File: src/rtl/riscv_pkg.sv
// Shared RV32 decode types and commit-trace record definitions.
package riscv_pkg;

   localparam int unsigned XLEN = 32;

   typedef enum logic [5:0] {
      OP_NOP, LUI, AUIPC, JAL, JALR,
      BEQ, BNE, BLT, BGE, BLTU, BGEU,
      LB, LH, LW, LBU, LHU,
      SB, SH, SW,
      ADDI, SLTI, SLTIU, XORI, ORI, ANDI, SLLI, SRLI, SRAI,
      ADD, SUB, SLL, SLT, SLTU, XOR, SRL, SRA, OR, AND,
      FENCE, ECALL, EBREAK
   } operation_e;

   typedef enum logic [1:0] {
      NONE  = 2'd0,
      REG   = 2'd1,
      LOAD  = 2'd2,
      STORE = 2'd3
   } trace_kind_e;

   localparam logic [1:0] SIZE_BYTE = 2'd0;
   localparam logic [1:0] SIZE_HALF = 2'd1;
   localparam logic [1:0] SIZE_WORD = 2'd2;

   typedef struct packed {
      trace_kind_e       kind;
      logic [XLEN-1:0]   pc;
      logic [XLEN-1:0]   instr;
      logic [4:0]        rd;
      logic [XLEN-1:0]   data;
      logic [XLEN-1:0]   addr;
      logic [1:0]        size;
   } trace_entry_t;

   // Store data as it appears on the bus after byte/half-word masking.
   function automatic logic [XLEN-1:0] store_data(input operation_e op,
                                                  input logic [XLEN-1:0] wdata);
      case (op)
         SB:      store_data = XLEN'(wdata[7:0]);
         SH:      store_data = XLEN'(wdata[15:0]);
         default: store_data = wdata;
      endcase
   endfunction

endpackage

File: src/rtl/trace_fifo.sv
// Generic synchronous FIFO with a registered head entry and registered status flags.
module trace_fifo #(
   parameter int unsigned DEPTH   = 8,
   parameter type         entry_t = logic [31:0]
) (
   input  logic                   clk,
   input  logic                   rstn,
   input  logic                   push,
   input  entry_t                 push_data,
   input  logic                   pop,
   output entry_t                 head,
   output logic                   valid,
   output logic                   full,
   output logic                   empty,
   output logic [$clog2(DEPTH):0] count
);

   localparam int unsigned PTR_W = $clog2(DEPTH);
   localparam int unsigned CNT_W = PTR_W + 1;

   entry_t             mem [DEPTH];
   logic [PTR_W-1:0]   rd_ptr_q, rd_ptr_d, wr_ptr_q, wr_ptr_d, rd_nxt;
   logic [CNT_W-1:0]   count_q, count_d;
   entry_t             head_q, head_d;
   logic               valid_q, full_q, empty_q;
   logic               do_push, do_pop;

   assign do_pop  = pop && !empty_q;
   assign do_push = push && (!full_q || do_pop);
   assign rd_nxt  = rd_ptr_q + PTR_W'(1);

   // Next head: the following stored entry, the incoming entry, or cleared when drained.
   always_comb begin
      rd_ptr_d = rd_ptr_q;
      wr_ptr_d = wr_ptr_q;
      count_d  = count_q;
      head_d   = head_q;
      if (do_push) wr_ptr_d = wr_ptr_q + PTR_W'(1);
      if (do_pop)  rd_ptr_d = rd_nxt;
      if (do_push && !do_pop)      count_d = count_q + CNT_W'(1);
      else if (do_pop && !do_push) count_d = count_q - CNT_W'(1);
      if (do_pop) begin
         if (count_q > CNT_W'(1)) head_d = mem[rd_nxt];
         else if (do_push)        head_d = push_data;
         else                     head_d = '0;
      end else if (do_push && count_q == '0) begin
         head_d = push_data;
      end
   end

   always_ff @(posedge clk) begin
      if (do_push) mem[wr_ptr_q] <= push_data;
   end

   always_ff @(posedge clk or negedge rstn) begin
      if (!rstn) begin
         rd_ptr_q <= '0;
         wr_ptr_q <= '0;
         count_q  <= '0;
         head_q   <= '0;
         valid_q  <= 1'b0;
         full_q   <= 1'b0;
         empty_q  <= 1'b1;
      end else begin
         rd_ptr_q <= rd_ptr_d;
         wr_ptr_q <= wr_ptr_d;
         count_q  <= count_d;
         head_q   <= head_d;
         valid_q  <= (count_d != '0);
         full_q   <= (count_d == CNT_W'(DEPTH));
         empty_q  <= (count_d == '0);
      end
   end

   assign head  = head_q;
   assign valid = valid_q;
   assign full  = full_q;
   assign empty = empty_q;
   assign count = count_q;

endmodule

File: src/rtl/commit_trace_buffer.sv
// Retire-trace capture: classifies committed instructions into records and buffers them for a sink.
// Optional TRACE_DROP_CNT_EN adds a saturating 16-bit dropped-record counter output.
module commit_trace_buffer
   import riscv_pkg::*;
#(
   parameter int unsigned DEPTH = 8
) (
   input  logic                   clk,
   input  logic                   rstn,
   input  logic                   update_i,
   input  logic [XLEN-1:0]        pc_i,
   input  logic [XLEN-1:0]        instr_i,
   input  logic [4:0]             reg_addr_i,
   input  logic [XLEN-1:0]        reg_data_i,
   input  logic [XLEN-1:0]        mem_read_addr_i,
   input  logic [XLEN-1:0]        mem_write_addr_i,
   input  logic [XLEN-1:0]        mem_write_data_i,
   input  logic                   mem_read_enable_i,
   input  logic                   mem_write_enable_i,
   input  logic                   rf_write_enable_i,
   input  operation_e             operation_i,
   output logic                   trace_valid_o,
   input  logic                   trace_ready_i,
   output trace_kind_e            trace_kind_o,
   output logic [XLEN-1:0]        trace_pc_o,
   output logic [XLEN-1:0]        trace_instr_o,
   output logic [4:0]             trace_rd_o,
   output logic [XLEN-1:0]        trace_data_o,
   output logic [XLEN-1:0]        trace_addr_o,
   output logic [1:0]             trace_size_o,
   output logic [$clog2(DEPTH):0] count_o,
   output logic                   full_o,
   output logic                   empty_o,
`ifdef TRACE_DROP_CNT_EN
   output logic [15:0]            drop_cnt_o,
`endif
   output logic                   overflow_o
);

   trace_entry_t entry_c, head;
   logic         capture_c, pop_c, push_ok_c;

   // Record classification in priority order: store, load, plain retire.
   always_comb begin
      entry_c       = '0;
      capture_c     = 1'b0;
      entry_c.pc    = pc_i;
      entry_c.instr = instr_i;
      if (update_i && pc_i != '0) begin
         if (mem_write_enable_i) begin
            entry_c.kind = STORE;
            entry_c.addr = mem_write_addr_i;
            entry_c.data = store_data(operation_i, mem_write_data_i);
            case (operation_i)
               SB: begin capture_c = 1'b1; entry_c.size = SIZE_BYTE; end
               SH: begin capture_c = 1'b1; entry_c.size = SIZE_HALF; end
               SW: begin capture_c = 1'b1; entry_c.size = SIZE_WORD; end
               default: capture_c = 1'b0;
            endcase
         end else if (mem_read_enable_i) begin
            if (reg_addr_i != '0) begin
               capture_c    = 1'b1;
               entry_c.kind = LOAD;
               entry_c.rd   = reg_addr_i;
               entry_c.data = reg_data_i;
               entry_c.addr = mem_read_addr_i;
            end
         end else begin
            capture_c = 1'b1;
            if (reg_addr_i != '0 && rf_write_enable_i) begin
               entry_c.kind = REG;
               entry_c.rd   = reg_addr_i;
               entry_c.data = reg_data_i;
            end
         end
      end
   end

   // A full FIFO still accepts a record when the head leaves in the same cycle.
   assign pop_c     = trace_valid_o && trace_ready_i;
   assign push_ok_c = !full_o || pop_c;

   trace_fifo #(
      .DEPTH   (DEPTH),
      .entry_t (trace_entry_t)
   ) u_fifo (
      .clk       (clk),
      .rstn      (rstn),
      .push      (capture_c && push_ok_c),
      .push_data (entry_c),
      .pop       (pop_c),
      .head      (head),
      .valid     (trace_valid_o),
      .full      (full_o),
      .empty     (empty_o),
      .count     (count_o)
   );

   assign trace_kind_o  = head.kind;
   assign trace_pc_o    = head.pc;
   assign trace_instr_o = head.instr;
   assign trace_rd_o    = head.rd;
   assign trace_data_o  = head.data;
   assign trace_addr_o  = head.addr;
   assign trace_size_o  = head.size;

   always_ff @(posedge clk or negedge rstn) begin
      if (!rstn) overflow_o <= 1'b0;
      else       overflow_o <= capture_c && !push_ok_c;
   end

`ifdef TRACE_DROP_CNT_EN
   always_ff @(posedge clk or negedge rstn) begin
      if (!rstn) begin
         drop_cnt_o <= '0;
      end else if (capture_c && !push_ok_c && drop_cnt_o != 16'hFFFF) begin
         drop_cnt_o <= drop_cnt_o + 16'd1;
      end
   end
`endif

endmodule

File: config.mk
export PLATFORM = sky130hd
export DESIGN_NAME = commit_trace_buffer
export DESIGN_NICKNAME = d
export VERILOG_FILES = /design/src/rtl/riscv_pkg.sv /design/src/rtl/trace_fifo.sv /design/src/rtl/commit_trace_buffer.sv
export SDC_FILE = /design/constraint.sdc
export NUM_CORES = 2
export LEC_CHECK = 0
export BUFFER_PORTS_ARGS = -buffer_cell sky130_fd_sc_hd__buf_2
export CAP_MARGIN = 20
export CORE_UTILIZATION = 42
export DETAILED_ROUTE_END_ITERATION = 10
export PLACE_DENSITY_LB_ADDON = 0.1
export SLEW_MARGIN = 0
export SYNTH_ARGS = -nofsm -noshare
export SYNTH_HDL_FRONTEND = slang
export SYNTH_SLANG_ARGS = --single-unit
File: constraint.sdc
create_clock -name clk -period 13.55 [get_ports clk]
set_input_delay 2.71 -clock clk [delete_from_list [all_inputs] [get_ports clk]]
set_output_delay 2.71 -clock clk [all_outputs]
set_load 0.02 [all_outputs]
# Word-level counts from Yosys, hierarchy flattened
# Memories as Yosys holds them, arrays and structs flattened.
# Index checks and enable logic that the tools add are counted.
[word_totals]
word_cells = 76
inputBits = 210
output_inout_bits = 145
ramBits = 1096
reg_bits = 151
memories = 1
[mem_list]
columns = ["name", "depth", "word_bits", "read_ports", "rd_clocked_by_memory_dff", "write_ports", "line_no", "rtl"]
rows = [
  ["u_fifo.mem", 8, 137, 1, 0, 1, "trace_fifo.sv:21", "entry_t mem [DEPTH];"],
]
[op_classes]
order_cmp = 1
reduce_logical = 24
n_mux = 28
add_sub_neg = 4
eq_ne = 4
[ops]
columns = ["cell", "count"]
rows = [
  ["$mux 137", 4],
  ["$mux 37", 2],
  ["$mux 71", 1],
  ["$mux 69", 1],
  ["$mux 64", 1],
  ["$pmux 32 s2", 1],
  ["$mux 32", 1],
  ["$reduce_bool 32->1", 1],
  ["$eq 6x5->1 const B", 3],
  ["$logic_and 1x1->1", 10],
  ["$mux 2", 5],
  ["$logic_not 4->1", 2],
  ["$mux 1", 8],
  ["$mux 4", 2],
  ["$add 3x1->3 const B", 2],
  ["$logic_not 1->1", 5],
  ["$mux 5", 1],
  ["$reduce_bool 5->1", 1],
  ["$add 4x1->4 const B", 1],
  ["$eq 4x4->1 const B", 1],
  ["$gt 4x1->1 const B", 1],
  ["$pmux 2 s2", 1],
  ["$reduce_bool 4->1", 1],
  ["$sub 4x1->4 const B", 1],
  ["other kinds (3)", 4],
]

# Longest topological paths before layout
[depth]
word_depth = 12
mapped_depth = 11
ltp_nobuf = 8

# By module
# Synthesis repeated with hierarchy kept, for this count alone.
[hier_totals]
cells_unflattened = 2615
area_unflattened_um2 = 48660.4
[by_module_without_submodules]
columns = ["module", "instances", "area_per_inst_um2", "cells_each", "seq_area_each_um2"]
rows = [
  ["trace_fifo", 1, 47531.8, 2424, 36666.4],
  ["commit_trace_buffer", 1, 1128.6, 191, 25.0],
]

# Worst setup path before layout
# No wires, ideal clock.
[synth_timing]
kind = "input to register"
from = "input port operation_i[3]"
to = "memory u_fifo.mem[0][0] in the netlist's numbering (enable)"
t_required_ps = 12582
arrival_time_ps = 16883
path_slack_ps = -4301
n_path_buf = 0
stages = 6
setup_ps = 968
cell_sequence = "or4b_4 > o21ai_1 > nand3_2 > nor2_1 > nand2_1 > nor4_1"
[synth_between]
elab_chain_cells = 9
elab_cells_between_ends = 11
classes_between = "eq/ne: 3; mux: 5; reduce/logical: 3"
[synth_rtl]
columns = ["item", "line_no", "rtl"]
rows = [
  ["start: declaration", "commit_trace_buffer.sv:21", "input operation_e operation_i,"],
  ["$eq 6x5->1", "commit_trace_buffer.sv:54", "case (operation_i)"],
  ["$reduce_or 3->1 (no line) *", "-", ""],
  ["$mux 1 *", "commit_trace_buffer.sv:54", ""],
  ["$mux 1 *", "commit_trace_buffer.sv:50", "if (mem_write_enable_i) begin"],
  ["$mux 1 *", "commit_trace_buffer.sv:49", "if (update_i && pc_i != '0) begin"],
  ["$logic_and 1x1->1 *", "commit_trace_buffer.sv:89", ".push (capture_c && push_ok_c),"],
  ["$logic_and 1x1->1 *", "trace_fifo.sv:29", "assign do_push = push && (!full_q || do_pop);"],
  ["$mux 1 *", "trace_fifo.sv:52", "if (do_push) mem[wr_ptr_q] <= push_data;"],
  ["$mux 1 (implied by the code) *", "trace_fifo.sv:52", ""],
  ["end: declaration", "trace_fifo.sv:21", ""],
]
# Every way passes the cells marked *; elsewhere a longest branch is shown, timed or not.

# Worst setup path in the final report
[layout_timing]
from = "input port pc_i[24]"
to = "memory u_fifo.mem[5][15] in the netlist's numbering (enable)"
[layout_between]
elab_chain_cells = 7
[layout_rtl]
columns = ["item", "line_no", "rtl"]
rows = [
  ["start: declaration", "commit_trace_buffer.sv:11", "input logic [XLEN-1:0] pc_i,"],
  ["$reduce_bool 32->1", "commit_trace_buffer.sv:49", ""],
  ["$logic_and 1x1->1", "commit_trace_buffer.sv:49", ""],
  ["$mux 1", "commit_trace_buffer.sv:49", ""],
  ["$logic_and 1x1->1", "commit_trace_buffer.sv:89", ""],
  ["$logic_and 1x1->1", "trace_fifo.sv:29", ""],
  ["$mux 1", "trace_fifo.sv:52", ""],
  ["$mux 1 (implied by the code)", "trace_fifo.sv:52", ""],
]
# No other way between the ends.

==> flow_summary.json <==
{
  "route.final.wire_length_um": 128000,
  "max_clock_freq_mhz": 161,
  "detailed_place_hpwl_um": 70000,
  "synth_top_area_share_pct": 66.6,
  "critical_path_launch_point_type": "input port",
  "cts_max_path_buffers": 3,
  "setup.reg_to_reg.worst_slack_ns": 9.29,
  "final.setup.worst_slack_ns": 7.34,
  "antenna_left": 0,
  "vias_per_cell": 5.74,
  "critPathRequiredTime_ns": 13.87,
  "drive_gt1_share_pct": 29.2,
  "arrival_ns": 6.54,
  "cts_root_buf": "sky130_fd_sc_hd__clkbuf_16",
  "ports": 355,
  "first_global_vias": 28100,
  "critPathMaxFanout": 59,
  "cell_internal_pwr_mw": 8.55,
  "final_nets": 3303,
  "place_congestion": 0.775,
  "ys_seq_elements": 1247,
  "timing_max_transition_violations_final": 0,
  "worst-slew-pin-transition_ns": 1.18,
  "switching_portion_of_total_power_pct": 33.8,
  "core-area_mm2": 0.116,
  "hold_end": "u_fifo.head[35]",
  "slew_headroom_pct": 21.0,
  "post_synth_main_area_contributors": "sky130_fd_sc_hd__edfxtp_1, sky130_fd_sc_hd__mux4_2, sky130_fd_sc_hd__dfrtp_1, sky130_fd_sc_hd__a21oi_1, sky130_fd_sc_hd__nand2_1",
  "leak_pwr_nw": 19.5,
  "critical_hold_path_startpoint": "u_fifo.head[35]",
  "layout.core_utilization_pct": 49.0,
  "post_drt_wl_per_cell_um": 27.1,
  "cellPowerDensity_mw_per_mm2": 226,
  "critPathCaptureType": "register",
  "setup_ws_pre_cts_ns": 6.57,
  "max_cap_viol_count": 0,
  "final_min_period_over_clock_period_pct": 45.9,
  "numPortBuffers": 354,
  "netlist-cell-type-count": 56,
  "power_frac_clock_pct": 27.1,
  "totalPowerFinal_mw": 12.9,
  "cts_hold_repair.buffers": 0,
  "finClkSkew_ns": 0.0239,
  "synth_nets": 2951,
  "drt_first_iter_violations": 2139,
  "cts_made_buffers": 132,
  "clock_sink_count": 1247,
  "synth.avg_cell_area_um2": 18.1,
  "worstReg2RegStart": "u_fifo.rd_ptr_q[0]",
  "detail_route.drc_violations": 0,
  "syn_inst": 2735,
  "cts_post_setup_buffers_inserted": 0,
  "chipHeight_um": 345,
  "cts_resized": 0,
  "run_status": "finished, final reports clean",
  "yosysWarningCount": 0,
  "clock_insertion_delay_worst_skew_ns": 0.72,
  "grt_start_max_net_pins": 162,
  "std_cell_rows": 125,
  "drt_pre_antenna_iters": 5,
  "setup.worst_path.class": "input port to register",
  "logic_gate_share_of_total_power_pct": 34.4,
  "groute.usage.overall_pct": 21.5,
  "holdPathStages": 1,
  "synth.cell_area_mm2": 0.0494,
  "grt_setup_unrepaired": "false",
  "power_frac_seq_pct": 38.6,
  "grt_pass1_wl_um": 186000,
  "ctsHtreeMaxLevel": 4,
  "vias": 27100,
  "layout.filler_cells": 9816,
  "synth_top_cell_by_area": "sky130_fd_sc_hd__edfxtp_1",
  "die_w_um": 345,
  "period_needed_ns": 6.21,
  "timing.reg2reg.worst_path_depth": 7,
  "finalSetupViolations": 0,
  "synth_top_flop_cell": "sky130_fd_sc_hd__edfxtp_1",
  "dp.cells": 4477,
  "ir_drop_v": 0.000239,
  "starting_density_pct": 42.5,
  "floorplan.die_area_mm2": 0.119,
  "globalRouteOverflowTotal": 0,
  "clock_transition_at_the_registers_of_the_reported_paths_ns": 0.06,
  "finalHoldViolations": 0,
  "async_set_or_reset_register_ratio_after_synthesis_pct": 12.1,
  "net-switching-power_mw": 4.36,
  "crit-reg2reg-capture": "u_fifo.head[0]",
  "tns_ns": 0,
  "finalNonFillerCells": 4720,
  "area_delta_synth_final_pct": 15.5,
  "grt_antenna_before_repair": 10,
  "timing.hold.worst.class": "register to register",
  "cts_tree": "built",
  "yosysSeqAreaShare_pct": 74.3,
  "synth_enable_flop_cells": 1096
}
synth_stat cells (17+ instances only):
cell	n
sky130_fd_sc_hd__nor3_1	97
sky130_fd_sc_hd__buf_1	17
sky130_fd_sc_hd__mux4_2	274
sky130_fd_sc_hd__edfxtp_1	1096
sky130_fd_sc_hd__a21oi_1	299
sky130_fd_sc_hd__and3_1	33
sky130_fd_sc_hd__buf_2	36
sky130_fd_sc_hd__o32ai_1	24
sky130_fd_sc_hd__nor2_1	42
sky130_fd_sc_hd__clkbuf_1	120
sky130_fd_sc_hd__dfrtp_1	150
sky130_fd_sc_hd__nand2_1	267
sky130_fd_sc_hd__a22oi_1	24
sky130_fd_sc_hd__and2_1	19
sky130_fd_sc_hd__a311o_1	21
sky130_fd_sc_hd__mux2i_1	26
sky130_fd_sc_hd__mux2_2	17
sky130_fd_sc_hd__nand3_1	37
through the flow:
stage	hold slack (ns)	area, µm²
CTS	0.511	57000
finish	0.507	57000
detailed placement	0.492	52800
global placement	0.492	52800
global route	0.531	57000
floorplan	0.451	49400
flip-flops by register name, summed over array words and instances, names as in the netlist:
register	flops
u_fifo.full	1
u_fifo.rd_ptr_q	3
u_fifo.count	4
u_fifo.wr_ptr_q	3
u_fifo.valid	1
u_fifo.head	137
u_fifo.empty	1
u_fifo.mem	1096
overflow_o	1
cells by family (layout without fill, tap and decap cells):
| kind of cell | Yosys count | in the layout | synth area share [%] |
|---|---|---|---|
| compound gates | 419 | 419 | 4.97 |
| xor+xnor | 7 | 7 | 0.124 |
| fa+ha+maj | 6 | 6 | 0.152 |
| buf+inv | 193 | 648 | 1.77 |
| flops | 1247 | 1247 | 74.3 |
| mux | 327 | 327 | 13.7 |
| other cells | 0 | 6 | 0 |
| simple gates | 536 | 536 | 4.99 |
layout make-up:
| type | count | area (µm²) | share of cell area (%) |
|---|---|---|---|
| Sequential cell | 1247 | 36700 | 64.3 |
| Multi-Input combinational cell | 1295 | 12000 | 21.0 |
| Clock buffer | 185 | 3790 | 6.65 |
| Timing Repair Buffer | 406 | 2220 | 3.89 |
| Tap cell | 1524 | 1910 | 3.34 |
| Clock inverter | 52 | 403 | 0.706 |
| Inverter | 5 | 18.8 | 0.0329 |
| Antenna cell | 6 | 15.0 | 0.0263 |
critical path: stages:
cell and delay, ns:
sky130_fd_sc_hd__buf_2 0.20, sky130_fd_sc_hd__nor4_1 0.15, sky130_fd_sc_hd__and4_1 0.35, sky130_fd_sc_hd__and2_2 0.23, sky130_fd_sc_hd__buf_4 0.30, sky130_fd_sc_hd__nor2_1 0.34
sky130_fd_sc_hd__nand3_1 0.38, sky130_fd_sc_hd__nor2_4 0.88, sky130_fd_sc_hd__buf_4 0.94
power by group through the flow:
stage	clock (mW)	sequential [mW]	combinational (mW)
6_report	3.49	4.98	4.44
5_1_grt	3.71	5.02	4.79
4_1_cts	3.57	4.98	4.52
3_5_place_dp	0	5.06	4.50
3_3_place_gp	0	5.03	4.48
2_1_floorplan	0	5.25	2.87
cell usage in the layout, fill, tap and decap left out, types with 21 or more instances in the layout:
cell type and n:
sky130_fd_sc_hd__clkbuf_1 32, sky130_fd_sc_hd__a21oi_1 299, sky130_fd_sc_hd__and3_1 33, sky130_fd_sc_hd__nor2_1 38
sky130_fd_sc_hd__clkinv_2 22, sky130_fd_sc_hd__mux2i_1 26, sky130_fd_sc_hd__nand2_1 266, sky130_fd_sc_hd__o32ai_1 24
sky130_fd_sc_hd__buf_2 353, sky130_fd_sc_hd__mux4_2 274, sky130_fd_sc_hd__a311o_1 21, sky130_fd_sc_hd__buf_4 48
sky130_fd_sc_hd__a22oi_1 24, sky130_fd_sc_hd__clkbuf_16 139, sky130_fd_sc_hd__nor3_1 93, sky130_fd_sc_hd__dfrtp_1 149
sky130_fd_sc_hd__edfxtp_1 1096, sky130_fd_sc_hd__nand3_1 37
routing by layer:
metal | global-route usage, % | wire length (µm) | share of wire, %
met5 | 0 | 23 | 0.018
met4 | 6.08 | 2370 | 1.9
met3 | 4.38 | 7620 | 6.0
met2 | 35.0 | 62600 | 49
met1 | 29.5 | 55100 | 43
worst max-delay path by stage:
stage	startpoint	to	cells after the start
after floorplan	operation_i[3]	u_fifo.mem[4][0]	6
after global placement	pc_i[24]	u_fifo.mem[5][20]	9
after detailed placement	pc_i[24]	u_fifo.mem[5][20]	9
after CTS	pc_i[24]	u_fifo.mem[5][14]	9
after global routing	pc_i[24]	u_fifo.mem[5][19]	9
final	pc_i[24]	u_fifo.mem[5][15]	9
No activity file was read; power rests on OpenSTA's default activity.
